===== config.mk =====
export PLATFORM = sky130hd
export DESIGN_NAME = mem_access_ctrl_flat
export DESIGN_NICKNAME = d
export VERILOG_FILES = /design/src/rtl/mem_access_pkg.sv /design/src/rtl/mem_access_ctrl_if.sv /design/src/rtl/mem_lane_fmt.sv /design/src/rtl/mem_access_ctrl.sv /design/src/flat_wrapper.sv
export SDC_FILE = /design/constraint.sdc
export NUM_CORES = 1
export LEC_CHECK = 0
export ABC_AREA = 1
export CORE_ASPECT_RATIO = 1.5
export CORE_MARGIN = 4
export CORE_UTILIZATION = 48
export CTS_BUF_LIST = sky130_fd_sc_hd__clkbuf_8
export DETAILED_ROUTE_END_ITERATION = 7
export HOLD_SLACK_MARGIN = 0.02
export PLACE_DENSITY_LB_ADDON = 0.2
export SLEW_MARGIN = 20
export SYNTH_ARGS = -nofsm -noshare
export SYNTH_HDL_FRONTEND = slang
export SYNTH_SLANG_ARGS = --single-unit

===== constraint.sdc =====
create_clock -name clk -period 1.9 [get_ports clk]
set_input_delay 0.19 -clock clk [delete_from_list [all_inputs] [get_ports clk]]
set_output_delay 0.19 -clock clk [all_outputs]
set_load 0.01 [all_outputs]

===== src/rtl/mem_access_pkg.sv =====
// Shared encodings for the load/store controller:
// access sizes, FSM states and byte/half lane selects.
package mem_access_pkg;

   localparam logic [1:0] SZ_BYTE = 2'b00;
   localparam logic [1:0] SZ_HALF = 2'b01;
   localparam logic [1:0] SZ_WORD = 2'b10;
   localparam logic [1:0] SZ_ILL  = 2'b11;

   localparam logic [1:0] LANE_B0 = 2'd0;
   localparam logic [1:0] LANE_B1 = 2'd1;
   localparam logic [1:0] LANE_B2 = 2'd2;
   localparam logic [1:0] LANE_B3 = 2'd3;

   localparam logic LANE_HLO = 1'b0;
   localparam logic LANE_HHI = 1'b1;

   typedef enum logic [2:0] {
      S_IDLE,
      S_RD,
      S_MRG,
      S_WR,
      S_RESP
   } state_t;

   // Misaligned half/word or the reserved size code.
   function automatic logic req_bad(
      input logic [1:0] size,
      input logic [1:0] lane
   );
      logic bad;
      bad = 1'b0;
      case (size)
         SZ_HALF: bad = lane[0];
         SZ_WORD: bad = (lane != 2'b00);
         SZ_ILL:  bad = 1'b1;
         default: bad = 1'b0;
      endcase
      return bad;
   endfunction

endpackage


===== src/rtl/mem_access_ctrl_if.sv =====
// Request/response and word-memory port bundle
// between execute, the controller and the memory stage.
interface mem_access_ctrl_if;

   logic        req_valid;
   logic        req_ready;
   logic        req_we;
   logic [1:0]  req_size;
   logic        req_unsigned;
   logic [11:0] req_addr;
   logic [31:0] req_wdata;

   logic        rsp_valid;
   logic [31:0] rsp_rdata;
   logic        rsp_err;

   logic        mem_we;
   logic [9:0]  mem_addr;
   logic [31:0] mem_din;
   logic [31:0] mem_dout;

   modport slave (
      input  req_valid, req_we, req_size,
      input  req_unsigned, req_addr, req_wdata,
      input  mem_dout,
      output req_ready,
      output rsp_valid, rsp_rdata, rsp_err,
      output mem_we, mem_addr, mem_din
   );

   modport master (
      output req_valid, req_we, req_size,
      output req_unsigned, req_addr, req_wdata,
      output mem_dout,
      input  req_ready,
      input  rsp_valid, rsp_rdata, rsp_err,
      input  mem_we, mem_addr, mem_din
   );

endinterface


===== src/rtl/mem_lane_fmt.sv =====
// Byte/half lane handling: merge for sub-word
// stores, extract and extend for loads.
module mem_lane_fmt
   import mem_access_pkg::*;
(
   input  logic [31:0] word,
   input  logic [31:0] wdata,
   input  logic [1:0]  size,
   input  logic [1:0]  lane,
   input  logic        uns,
   output logic [31:0] merged,
   output logic [31:0] ld_data
);

   logic [7:0]  b;
   logic [15:0] h;

   // Replace the addressed lane(s) of the old word.
   always_comb begin
      merged = word;
      case (size)
         SZ_BYTE: begin
            case (lane)
               LANE_B0: merged[7:0]   = wdata[7:0];
               LANE_B1: merged[15:8]  = wdata[7:0];
               LANE_B2: merged[23:16] = wdata[7:0];
               LANE_B3: merged[31:24] = wdata[7:0];
               default: merged = word;
            endcase
         end
         SZ_HALF: begin
            if (lane[1] == LANE_HHI)
               merged[31:16] = wdata[15:0];
            else
               merged[15:0] = wdata[15:0];
         end
         SZ_WORD: merged = wdata;
         default: merged = word;
      endcase
   end

   // Pick the addressed lane and sign/zero extend it.
   always_comb begin
      b = 8'h00;
      case (lane)
         LANE_B0: b = word[7:0];
         LANE_B1: b = word[15:8];
         LANE_B2: b = word[23:16];
         LANE_B3: b = word[31:24];
         default: b = 8'h00;
      endcase
      h = (lane[1] == LANE_HLO) ? word[15:0] : word[31:16];
      ld_data = 32'h0;
      case (size)
         SZ_BYTE: ld_data = {{24{~uns & b[7]}}, b};
         SZ_HALF: ld_data = {{16{~uns & h[15]}}, h};
         SZ_WORD: ld_data = word;
         default: ld_data = 32'h0;
      endcase
   end

endmodule


===== src/rtl/mem_access_ctrl.sv =====
// Load/store controller: one request in flight,
// sub-word stores done as read-modify-write.
module mem_access_ctrl
   import mem_access_pkg::*;
(
   input logic          clk,
   input logic          rst,
   mem_access_ctrl_if.slave bus
);

   state_t      state;
   state_t      nxt;

   logic        we_q;
   logic [1:0]  size_q;
   logic        uns_q;
   logic [1:0]  lane_q;
   logic [31:0] wdata_q;
   logic [9:0]  maddr_q;
   logic [31:0] rdata_q;
   logic        err_q;

   logic        ready;
   logic        hs;
   logic        bad_in;
   logic        mwe;
   logic [31:0] mdin;
   logic [31:0] merged;
   logic [31:0] ld_data;

   assign hs     = bus.req_valid & (state == S_IDLE) & ~rst;
   assign bad_in = req_bad(bus.req_size, bus.req_addr[1:0]);

   mem_lane_fmt u_fmt (
      .word    (bus.mem_dout),
      .wdata   (wdata_q),
      .size    (size_q),
      .lane    (lane_q),
      .uns     (uns_q),
      .merged  (merged),
      .ld_data (ld_data)
   );

   // State register.
   always_ff @(posedge clk) begin
      if (rst)
         state <= S_IDLE;
      else
         state <= nxt;
   end

   // Next state and memory-port strobes; reset masks writes.
   always_comb begin
      nxt   = state;
      ready = 1'b0;
      mwe   = 1'b0;
      mdin  = 32'h0;
      unique case (state)
         S_IDLE: begin
            ready = 1'b1;
            if (hs) begin
               if (bad_in)
                  nxt = S_RESP;
               else if (bus.req_we && bus.req_size == SZ_WORD)
                  nxt = S_WR;
               else
                  nxt = S_RD;
            end
         end
         S_RD:  nxt = S_MRG;
         S_MRG: begin
            if (we_q) begin
               mwe  = 1'b1;
               mdin = merged;
            end
            nxt = S_RESP;
         end
         S_WR: begin
            mwe  = 1'b1;
            mdin = wdata_q;
            nxt  = S_RESP;
         end
         S_RESP: nxt = S_IDLE;
         default: nxt = S_IDLE;
      endcase
      if (rst) begin
         ready = 1'b0;
         mwe   = 1'b0;
         mdin  = 32'h0;
      end
   end

   // Request capture, word address and response latches.
   always_ff @(posedge clk) begin
      if (rst) begin
         we_q    <= 1'b0;
         size_q  <= SZ_BYTE;
         uns_q   <= 1'b0;
         lane_q  <= 2'b00;
         wdata_q <= 32'h0;
         maddr_q <= 10'h0;
         rdata_q <= 32'h0;
         err_q   <= 1'b0;
      end else begin
         if (hs) begin
            we_q    <= bus.req_we;
            size_q  <= bus.req_size;
            uns_q   <= bus.req_unsigned;
            lane_q  <= bus.req_addr[1:0];
            wdata_q <= bus.req_wdata;
            if (bad_in) begin
               rdata_q <= 32'h0;
               err_q   <= 1'b1;
            end else begin
               maddr_q <= bus.req_addr[11:2];
            end
         end
         if (state == S_MRG) begin
            rdata_q <= we_q ? 32'h0 : ld_data;
            err_q   <= 1'b0;
         end
         if (state == S_WR) begin
            rdata_q <= 32'h0;
            err_q   <= 1'b0;
         end
      end
   end

   assign bus.req_ready = ready;
   assign bus.rsp_valid = (state == S_RESP);
   assign bus.rsp_rdata = rdata_q;
   assign bus.rsp_err   = err_q;
   assign bus.mem_we    = mwe;
   assign bus.mem_addr  = maddr_q;
   assign bus.mem_din   = mdin;

endmodule


===== src/flat_wrapper.sv =====
// flat-port wrapper written by rule: the top's interface ports become plain ports
module mem_access_ctrl_flat import mem_access_pkg::*;
  (clk, rst, bus_req_valid, bus_req_we, bus_req_size, bus_req_unsigned, bus_req_addr, bus_req_wdata, bus_mem_dout, bus_req_ready, bus_rsp_valid, bus_rsp_rdata, bus_rsp_err, bus_mem_we, bus_mem_addr, bus_mem_din);
  mem_access_ctrl_if bus_i ();
  input logic clk;
  input logic rst;
  input wire logic [$bits(bus_i.req_valid)-1:0] bus_req_valid;
  input wire logic [$bits(bus_i.req_we)-1:0] bus_req_we;
  input wire logic [$bits(bus_i.req_size)-1:0] bus_req_size;
  input wire logic [$bits(bus_i.req_unsigned)-1:0] bus_req_unsigned;
  input wire logic [$bits(bus_i.req_addr)-1:0] bus_req_addr;
  input wire logic [$bits(bus_i.req_wdata)-1:0] bus_req_wdata;
  input wire logic [$bits(bus_i.mem_dout)-1:0] bus_mem_dout;
  output wire logic [$bits(bus_i.req_ready)-1:0] bus_req_ready;
  output wire logic [$bits(bus_i.rsp_valid)-1:0] bus_rsp_valid;
  output wire logic [$bits(bus_i.rsp_rdata)-1:0] bus_rsp_rdata;
  output wire logic [$bits(bus_i.rsp_err)-1:0] bus_rsp_err;
  output wire logic [$bits(bus_i.mem_we)-1:0] bus_mem_we;
  output wire logic [$bits(bus_i.mem_addr)-1:0] bus_mem_addr;
  output wire logic [$bits(bus_i.mem_din)-1:0] bus_mem_din;
  assign bus_i.req_valid = bus_req_valid;
  assign bus_i.req_we = bus_req_we;
  assign bus_i.req_size = bus_req_size;
  assign bus_i.req_unsigned = bus_req_unsigned;
  assign bus_i.req_addr = bus_req_addr;
  assign bus_i.req_wdata = bus_req_wdata;
  assign bus_i.mem_dout = bus_mem_dout;
  assign bus_req_ready = bus_i.req_ready;
  assign bus_rsp_valid = bus_i.rsp_valid;
  assign bus_rsp_rdata = bus_i.rsp_rdata;
  assign bus_rsp_err = bus_i.rsp_err;
  assign bus_mem_we = bus_i.mem_we;
  assign bus_mem_addr = bus_i.mem_addr;
  assign bus_mem_din = bus_i.mem_din;
  mem_access_ctrl u_core (.clk(clk), .rst(rst), .bus(bus_i));
endmodule

==> results of run 1 <==
-- report_power, final --
part | total (W) | leakage, nW | switching (W) | internal [W]
clock network | 0.00122 | 0.0922 | 0.000701 | 0.000522
registers | 0.00193 | 0.689 | 0.0000796 | 0.00185
logic | 0.00142 | 2.77 | 0.000796 | 0.000624
-- critical path, stage by stage (launching register included) --
cell and delay [ns]:
dfxtp_4 0.38, buf_8 0.15, nor2_4 0.23, nand2_2 0.11, nand2_2 0.11, nand2_4 0.08, nand2_8 0.11, nand2_2 0.06
a21oi_2 0.15, buf_2 0.15
-- per-layer routing --
layer / vias up / GRT usage (%)
li1: 3105 / -
met4: 0 / 19.88
met2: 421 / 52.52
met5: - / 0
met3: 119 / 6.030
met1: 2919 / 33.84
-- worst max path at each step --
stage                 endpoint  depth (start not counted)  slack [ns]
2_1_floorplan  bus_mem_din[20]                          9        0.33
3_3_place_gp   bus_mem_din[30]                          8       -0.18
3_5_place_dp   bus_mem_din[27]                          8       -0.20
4_1_cts        bus_mem_din[14]                         10       -0.07
5_1_grt         bus_mem_din[3]                         10       -0.30
6_report        bus_mem_din[8]                          9       -0.21
-- area by class of cell --
cell class / count / area share (%)
clock buffer: 10 / 1.744
clock inverter: 6 / 0.6023
sequential: 84 / 21.54
tap: 117 / 1.854
timing repair buffer: 254 / 30.05
inverter: 59 / 3.138
multi-input combinational: 643 / 41.07
-- sequential cells by signal, summed over array words and instances (netlist names) --
| signal | count |
|---|---|
| u_core.uns_q | 1 |
| u_core.lane_q | 2 |
| u_core.wdata_q | 32 |
| u_core.bus.rsp_err | 1 |
| u_core.size_q | 2 |
| u_core.we_q | 1 |
| u_core.bus.rsp_rdata | 32 |
| u_core.state | 3 |
| u_core.bus.mem_addr | 10 |
-- what timing repair did --
action | 4_1_cts | 5_1_grt
setup buffers | 14 | 8
pin swaps | 30 | 46
hold buffers | 0 | 0
resized for setup | 221 | 76
endpoints found under the setup margin | 35 | 34
gates cloned | 6 | 0
-- per-stage QoR --
stage	std cells	setup WS [ns]	util (%)
final	1173	-0.2129	77.89
after floorplan	831	0.3290	-
after global placement	1130	-0.1834	69.81
after detailed placement	1130	-0.1957	69.81
after CTS	1166	-0.07190	75.04
after global routing	1173	-0.2966	77.89
-- Yosys cell counts --
| master | instances |
|---|---|
| nand2_1 | 365 |
| dfxtp_1 | 84 |
| a21oi_1 | 81 |
| nand3_1 | 68 |
| o21ai_0 | 57 |
| inv_1 | 50 |
| nor2_1 | 34 |
| buf_2 | 19 |
| clkbuf_1 | 19 |
| a22oi_1 | 8 |
| buf_4 | 8 |
| inv_2 | 8 |
| o22ai_1 | 7 |
| nand2_2 | 3 |
| o21ai_4 | 3 |
| nand3_2 | 2 |
| nor2_2 | 2 |
| nor2_4 | 2 |
| nor3_1 | 2 |
| o21ai_2 | 2 |
| a21oi_2 | 1 |
| buf_1 | 1 |
| clkinv_1 | 1 |
| nor4_2 | 1 |
| o21ai_1 | 1 |
| o21bai_1 | 1 |
| or2_2 | 1 |
-- kinds of logic (layout without fill, tap and decap cells) --
group | count (synthesis) | after routing | share of synthesized area, %
flops | 84 | 84 | 33.93
buf+inv | 106 | 329 | 9.114
compound gates | 161 | 163 | 17.80
simple gates | 480 | 480 | 39.16
==> qor.yml, run 1 <==
floorplanning:
  die_w_um: 90.97
  io_pins: 161
  start_util_pct: 48.90
  coreArea_mm2: 0.01013
  die_area_mm2: 0.01205
  rows: 45
  die_y_um: 132.5
global_route:
  grt.total_usage_pct: 30.52
  gr-total-overflow: 0
  grt_pass1_vias: 6100
  antenna_found_initial: 0
  grt_max_degree: 39
  grt_pass1_wl_mm: 29.67
sta:
  skew_ns: 0.01174
  period_minus_slack_ns: 2.113
  setup_ws_ns: -0.2129
  fin_crit_sh_pct: 111.2
  timing.fmax_mhz: 473.3
  tightest_slew_ns: 0.5758
  drv_slew: 0
  hold_violations: 0
  setup_viol: 32
  timing.hold.ws_ns: 0.3512
  tns_ns: -4.822
  relSlewSlack_pct: 61.21
  grt_setup_unrepaired: "true"
placement:
  hpwl_mm: 13.01
  placed_area_mm2: 0.007076
  portBuffers: 160
  gp_congestion: 0.9704
critical_path:
  r2r_cells: 10
  crit_required_ns: 1.71
  r2r_end: "u_core.bus.rsp_rdata[5]"
  r2r_start: "u_core.size_q[1]"
  path_max_fanout: 8
  critPathCaptureType: "output port"
  criticalPathCategory: "reg2out"
  reg2reg_slack_ns: 0.19
  crit_arrival_ns: 1.92
  startpoint: "u_core.size_q[1]"
  critPathLaunchType: "flip-flop"
yosys:
  synth_top_area_share_pct: 33.93
  ys_types: 27
  yosysSeqAreaShare_pct: 33.93
  synthTopCellsByArea: "dfxtp_1 34%, nand2_1 28%, a21oi_1 8.2%"
  synth_largest_area_cell: "dfxtp_1"
  postSynthNetCount: 914
  syn_area_per_cell_um2: 5.964
  syn_area_mm2: 0.004956
  yosysWarnings: 0
  synth-seq-cells: 84
  synth_cells: 831
power_and_ir_drop:
  power_density_mw_per_mm2: 579.6
  power.total_w: 0.004576
  ir_worst_vdd_mv: 0.4281
  p_leak_nw: 3.547
drt:
  wl_met3_mm: 1.699
  dr_total_vias: 6564
  drt-initial-drc-count: 525
  top_layer: "met4"
  totalWireLength_mm: 20.07
  drcViolationCount: 0
  final_antenna_net_count: 0
  wl_met1_mm: 7.143
  wl_per_cell_um: 17.11
  viasPerCell: 5.596
  wl_met2_mm: 9.767
  drt-pass1-iter-count: 7
clocking:
  htree_levels: 3
  cts_inserted_buffers: 9
  clk_latency_ns: 0.38
  cts-root-buf: "clkbuf_8"
  cts.path.max_buffers: 2
  cts_tree: "done"
  path_clk_slew_ns: 0.09
  clkSinkCount: 84
hold_path:
  min_to: "u_core.wdata_q[31]"
  hold_path.startpoint: "bus_req_wdata[31]"
  hold_path_class: "in2reg"
  whs_path_depth: 3
run_status:
  status: "complete, but fails checks"
  violations: "setup timing"
layout:
  final-seq-area_mm2: 0.001700
  area_growth_pct: 59.28
  layout.nets: 1134
  final_cell_mix: "328 x nand2_1, 125 x clkdlybuf4s50_1, 77 x dfxtp_1"
  antenna_cells: 0
  multiInputGateArea_mm2: 0.003242
  fin_area_mm2: 0.007894
  final_common_cell: "nand2_1"
  fillCellCount: 761
  layout-drive-gt1-share_pct: 24.24
flow_run:
  cap_violations: 0
Power figures use the tool's default switching activity.
==> inputs of run 2 (changes only) <==
--- a/config.mk
+++ b/config.mk
@@ -8,10 +8,9 @@
 export ABC_AREA = 1
 export CORE_ASPECT_RATIO = 1.5
 export CORE_MARGIN = 4
-export CORE_UTILIZATION = 48
+export CORE_UTILIZATION = 43
 export CTS_BUF_LIST = sky130_fd_sc_hd__clkbuf_8
 export DETAILED_ROUTE_END_ITERATION = 7
-export HOLD_SLACK_MARGIN = 0.02
 export PLACE_DENSITY_LB_ADDON = 0.2
 export SLEW_MARGIN = 20
 export SYNTH_ARGS = -nofsm -noshare
==> constraint.sdc (replaced) <==
create_clock -name clk -period 1.83 [get_ports clk]
set_input_delay 0.183 -clock clk [delete_from_list [all_inputs] [get_ports clk]]
set_output_delay 0.183 -clock clk [all_outputs]
set_load 0.01 [all_outputs]
==> run 2 against run 1 <==
Via count down 5.8%. Non-clock buffer count is 4 higher. Largest power group unchanged. Sequential power rose by 4%. The run still ends with setup timing left. Critical path depth is 1 higher. Clock power grew 16%. Register-to-register slack got worse by 0.07 ns.
==> qor.yml, run 2 (synthesis gave the netlist of run 1 again) <==
run_status:
  status: "complete, but fails checks"
  violations: "setup timing"
critical_path:
  crit_family: "buffers and inverters"
  path_cells: "buf_6 > inv_8 > nand2_8 > o21ai_4 > buf_6 > nand2_2 > o21ai_2 > nand2_1 > a21oi_2 > buf_2"
  path_max_fanout: 6  # -2
  cpMaxStageDelayCell: "dfxtp_2"
  crit_arrival_ns: 1.80  # -0.12 ns
  r2r_cells: 11  # +1
  crit_path_frequent_cell: "buf_6"
  max_stage_delay_ns: 0.35  # -0.03 ns
  critPathLaunchType: "flip-flop"
  path_buf_inv: 4  # +2
  reg2reg_slack_ns: 0.12  # -0.07 ns
  crit_required_ns: 1.65  # -0.06 ns
  path_depth: 10  # +1
  critPathCaptureType: "output port"
  criticalPathCategory: "reg2out"
sta:
  grt_setup_unrepaired: "true"
  relSlewSlack_pct: 71.41  # +10 points
  skew_ns: 0.01248  # +0.0007347 ns
  period_minus_slack_ns: 1.984
  setup_ws_ns: -0.1536  # +0.05932 ns
  fin_crit_sh_pct: 108.4
  drv_slew: 0  # unchanged
  hold_violations: 0  # unchanged
  tightest_slew_ns: 0.4244  # -0.1514 ns
  timing.fmax_mhz: 504.1
  setup_viol: 32  # unchanged
layout:
  utilization_pct: 69.82  # -8.1 points
  multiInputGateArea_mm2: 0.003189  # -1.6%
  final_common_cell: "nand2_1"
  layout.nets: 1139  # +0.44%
  final_cell_mix: "345 x nand2_1, 125 x clkdlybuf4s50_1, 82 x buf_4"
  fin_cells: 1208  # +3.0%
  fillCellCount: 1017  # +34%
  final-seq-area_mm2: 0.001698  # -0.15%
  area_growth_pct: 57.41
  layout-drive-gt1-share_pct: 23.85  # -0.40 points
  antenna_cells: 0  # unchanged
drt:
  drt-initial-drc-count: 380  # -28%
  viasPerCell: 5.120  # -8.5%
  dr_total_vias: 6185  # -5.8%
  totalWireLength_mm: 18.23  # -9.2%
  drt-pass1-iter-count: 5  # -2
  wl_per_cell_um: 15.09  # -12%
  drcViolationCount: 0  # unchanged
  final_antenna_net_count: 0  # unchanged
clocking:
  cts.path.max_buffers: 2  # unchanged
  cts_inserted_buffers: 9  # unchanged
  clkSinkCount: 84  # unchanged
  path_clk_slew_ns: 0.09  # about the same
  clk_latency_ns: 0.37  # about the same
  cts_tree: "done"
  cts-root-buf: "clkbuf_8"
  htree_levels: 3  # unchanged
global_route:
  grt_pass1_wl_mm: 28.41  # -4.2%
  grt_max_degree: 38  # -2.6%
  grt.total_usage_pct: 26.84  # -3.7 points
  gr-total-overflow: 0  # unchanged
  grt_pass1_vias: 5956  # -2.4%
  antenna_found_initial: 0  # unchanged
placement:
  portBuffers: 160  # unchanged
  placed_cells: 1176  # +4.1%
  gp_congestion: 1.021  # +5.2%
  hpwl_mm: 13.67  # +5.0%
power_and_ir_drop:
  p_leak_nw: 3.421  # -3.6%
  power_density_mw_per_mm2: 622.5  # +7.4%
  ir_worst_vdd_mv: 0.5111  # +19%
floorplanning:
  die_area_mm2: 0.01334  # +11%
  coreArea_mm2: 0.01117  # +10%
  start_util_pct: 44.36  # -4.5 points
  die_y_um: 139.5  # +5.3%
  rows: 47  # +4.4%
  die_w_um: 95.66  # +5.2%
  io_pins: 161  # unchanged
hold_path:
  hold_path_class: "in2reg"
  whs_path_depth: 3  # unchanged
flow_run:
  cap_violations: 0  # unchanged
==> run 2: power by group <==
part / switching [W] / total [W] / internal, W
combinational: 0.000781 / 0.00145 / 0.000667
clock: 0.000732 / 0.00141 / 0.000677
sequential: 0.0000743 / 0.00200 / 0.00192
==> run 2: final cells by class <==
| cell class | instances | share of cell area (%) |
|---|---|---|
| multi-input combinational | 644 | 40.88 |
| timing repair buffer | 258 | 29.19 |
| sequential | 84 | 21.76 |
| inverter | 59 | 3.128 |
| tap | 147 | 2.358 |
| clock buffer | 10 | 1.764 |
| clock inverter | 6 | 0.9142 |
==> run 2: final timing paths <==
path / end / start
max: bus_mem_din[13] / u_core.size_q[1]
min reg2reg: u_core.bus.rsp_rdata[15] / u_core.bus.rsp_rdata[15]
max reg2reg: u_core.bus.rsp_rdata[28] / u_core.size_q[0]
min: u_core.wdata_q[30] / bus_req_wdata[30]
==> run 2: worst min-delay path, delay by kind of cell <==
family / cells / cell delay [ns]
buffers and inverters: 1 / 0.39
AND/OR/NAND/NOR: 2 / 0.10
==> run 2: what timing repair did <==
item	in CTS	in global routing
buffers inserted	9	4
gates resized for setup	223	38
endpoints found under the setup margin	56	54
cloned	2	1
hold buffers	0	0
pin swaps	23	20
==> run 2: metrics by stage <==
step                total power, W  setup WS (ns)  area [um^2]  TNS [ns]  hold WS [ns]
floorplan                 0.002681         0.2660         4956         0        0.2935
global placement          0.003282        -0.3038         7221    -11.06        0.4517
detailed placement        0.003292        -0.3042         7221    -12.61        0.4540
CTS                       0.004795        -0.1281         7652    -2.864        0.3322
global route              0.005092        -0.2490         7801    -6.730        0.3513
finish                    0.004856        -0.1536         7801    -3.577        0.3457
==> run 2: metal layers <==
metal	up-vias	GRT usage [%]	share of wire, %	wire length (um)
met1	2763	31.17	39	7131
met4	0	13.12	4.4	796
li1	3115	-	-	-
met3	49	5.670	7.1	1297
met5	-	0	0	0
met2	258	45.67	49	9001
==> inputs of run 3 (changes only) <==
--- a/config.mk
+++ b/config.mk
@@ -8,9 +8,10 @@
 export ABC_AREA = 1
 export CORE_ASPECT_RATIO = 1.5
 export CORE_MARGIN = 4
-export CORE_UTILIZATION = 43
+export CORE_UTILIZATION = 54
 export CTS_BUF_LIST = sky130_fd_sc_hd__clkbuf_8
 export DETAILED_ROUTE_END_ITERATION = 7
+export DONT_BUFFER_PORTS = 1
 export PLACE_DENSITY_LB_ADDON = 0.2
 export SLEW_MARGIN = 20
 export SYNTH_ARGS = -nofsm -noshare
==> run 3 against run 2 <==
The flow still finishes with violations (setup timing). First-iteration DRC count increased by 18%. Combinational power decreased by 16%. Routed wire length rose by 6.0%. Setup slack worse by 0.15 ns. Core utilization increased by 8.6 points. Worst hold slack lost 0.31 ns. Count of clock-buffer cells in the layout fell by 1. Sequential share of layout area rose by 2.5 points. Non-clock buffer count fell by 120. Power shrank 7.5%. Register-to-register slack worse by 0.12 ns. Global-route usage grew 7.3 points. Critical endpoint is now bus_mem_din[19]. Largest cell class unchanged.
==> qor.yml, run 3 (synthesis gave the netlist of run 1 again) <==
run_status:
  status: "complete, but fails checks"
  violations: "setup timing"
critical_path:
  reg2reg_slack_ns: 0  # -0.12 ns
  criticalPathCategory: "reg2out"
  critPathCaptureType: "output port"
  crit_required_ns: 1.65  # about the same
  cpMaxStageDelayCell: "dfxtp_2"
  crit_path_frequent_cell: "nand2_1"
  r2r_end: "u_core.bus.rsp_rdata[7]"
  path_cells: "buf_6 > buf_8 > nor2_4 > nand2_4 > o21ai_4 > nand2_1 > nand2_1 > nand2_1 > a21oi_2 > buf_4"
  crit_arrival_ns: 1.95  # +0.15 ns
  r2r_cells: 14  # +3
  r2r_start: "u_core.size_q[1]"
  critPathLaunchType: "flip-flop"
  max_stage_delay_ns: 0.34  # about the same
  path_max_fanout: 5  # -1
clocking:
  path_clk_slew_ns: 0.09  # about the same
  cts-root-buf: "clkbuf_8"
  cts_inserted_buffers: 9  # unchanged
  cts.path.max_buffers: 2  # unchanged
  cts_tree: "done"
  clkSinkCount: 84  # unchanged
  clk_latency_ns: 0.38  # about the same
  htree_levels: 3  # unchanged
global_route:
  antenna_found_initial: 0  # unchanged
  grt_util_met1_pct: 37.89  # +6.7 points
  gr-usage-met2_pct: 58.02  # +12 points
  grt_pass1_wl_mm: 29.36  # +3.3%
  grtUsageMet3_pct: 9.414  # +3.7 points
  grt.total_usage_pct: 34.13  # +7.3 points
  grt_pass1_vias: 5916  # -0.67%
  globalRoute.busiestLayer: "met2"
  gr-total-overflow: 0  # unchanged
  grt_max_degree: 37  # -2.6%
hold_path:
  min_to: "u_core.size_q[1]"
  whs_path_depth: 2  # -1
  hold_path_class: "in2reg"
  hold_path.startpoint: "bus_req_size[1]"
drt:
  viasPerCell: 5.854  # +14%
  dr_total_vias: 6153  # -0.52%
  drt-initial-drc-count: 447  # +18%
  totalWireLength_mm: 19.32  # +6.0%
  final_antenna_net_count: 0  # unchanged
  drcViolationCount: 0  # unchanged
  wl_per_cell_um: 18.38  # +22%
  drt-pass1-iter-count: 6  # +1
sta:
  grt_setup_unrepaired: "true"
  setup_viol: 32  # unchanged
  setup_ws_ns: -0.2991  # -0.1455 ns
  drv_slew: 0  # unchanged
  tightest_slew_ns: 0.7264  # +0.3021 ns
  relSlewSlack_pct: 51.21  # -20 points
  period_minus_slack_ns: 2.129  # +0.1455 ns
  skew_ns: 0.02013  # +0.007656 ns
  hold_violations: 0  # unchanged
  fin_crit_sh_pct: 116.3  # +7.9 points
  timing.fmax_mhz: 469.7  # -6.8%
power_and_ir_drop:
  power.total_w: 0.004493  # -7.5%
  power_density_mw_per_mm2: 645.2  # +3.7%
  p_leak_nw: 3.127  # -8.6%
  ir_worst_vdd_mv: 0.6330  # +24%
layout:
  layout.nets: 1019  # -11%
  layout-drive-gt1-share_pct: 27.63  # +3.8 points
  final_common_cell: "nand2_1"
  area_growth_pct: 40.49
  utilization_pct: 78.40  # +8.6 points
  antenna_cells: 0  # unchanged
  final_cell_mix: "315 x nand2_1, 77 x buf_4, 77 x dfxtp_1"
floorplanning:
  io_pins: 161  # unchanged
  coreArea_mm2: 0.008881  # -21%
  start_util_pct: 55.80  # +11 points
  rows: 42  # -11%
  die_y_um: 125.3  # -10%
  die_w_um: 86.22  # -9.9%
  die_area_mm2: 0.01081  # -19%
flow_run:
  cap_violations: 0  # unchanged
placement:
  hpwl_mm: 12.76  # -6.6%
  gp_congestion: 0.9186  # -10%
  portBuffers: 0  # -100%
## run 3: cell count changes in the layout (fill, tap and decap cells not counted), moves of 7 or more
cell             previous run  this run
a21oi_1                    56        46
a21oi_2                    26        34
buf_2                      33         0
clkdlybuf4s50_1           125         0
dlygate4sd3_1               0        40
nand2_1                   345       315
nand2_2                    17        30
nand2_4                     5        22
nand3_1                    62        55
## run 3: worst max-delay path by stage
stage,startpoint,to,slack [ns]
after floorplan,u_core.size_q[1],bus_mem_din[20],0.27
after global placement,u_core.size_q[0],bus_mem_din[19],-0.01
after detailed placement,u_core.size_q[0],bus_mem_din[19],-0.05
after CTS,u_core.size_q[1],bus_mem_din[14],-0.20
after global routing,u_core.size_q[1],bus_mem_din[19],-0.35
final,u_core.size_q[1],bus_mem_din[19],-0.30
## run 3: cell type report
type	instances	area, um^2
Clock buffer	9	123.9
Clock inverter	7	51.30
Fill cell	658	1918
Inverter	59	246.5
Multi-Input combinational cell	644	3410
Sequential cell	84	1693
Tap cell	110	137.6
Timing Repair Buffer	138	1301
## run 3: timing repair
item	4_1_cts	5_1_grt
cloned	4	2
endpoints found under the setup margin	44	92
gates resized for setup	104	85
setup buffers	23	3
pin swaps	24	48
hold endpoints to repair	39	1
hold buffers	39	1
## run 3: power by group
group / total [W] / internal [W] / switching (W) / leakage [nW]
sequential: 0.00203 / 0.00193 / 0.000100 / 0.688
clock: 0.00124 / 0.000499 / 0.000743 / 0.0850
combinational: 0.00122 / 0.000479 / 0.000745 / 2.35
## run 3: through the flow
step | hold WS (ns) | TNS, ns | std cells | setup WS [ns] | instance area [um^2]
floorplan | 0.2935 | 0 | 831 | 0.2660 | 4956
global placement | 0.2949 | -0.03493 | 965 | -0.01358 | 5443
detailed placement | 0.2976 | -0.3292 | 965 | -0.04760 | 5443
CTS | 0.0004103 | -4.959 | 1046 | -0.1957 | 6583
global route | 0.02961 | -9.273 | 1051 | -0.3457 | 6963
finish | 0.03168 | -7.007 | 1051 | -0.2991 | 6963
## run 3: critical path: cells and delay by family, from the launching register on
kind	cells	cell delay (ns)
buf+inv	3	0.40
simple gates	5	0.57
flops	1	0.34
compound gates	2	0.26
## run 3: layer usage
metal | wire [um] | vias up
met1 | 6645 | 2873
li1 | - | 2876
met5 | 0 | -
met3 | 1970 | 77
met2 | 9603 | 327
met4 | 1098 | 0
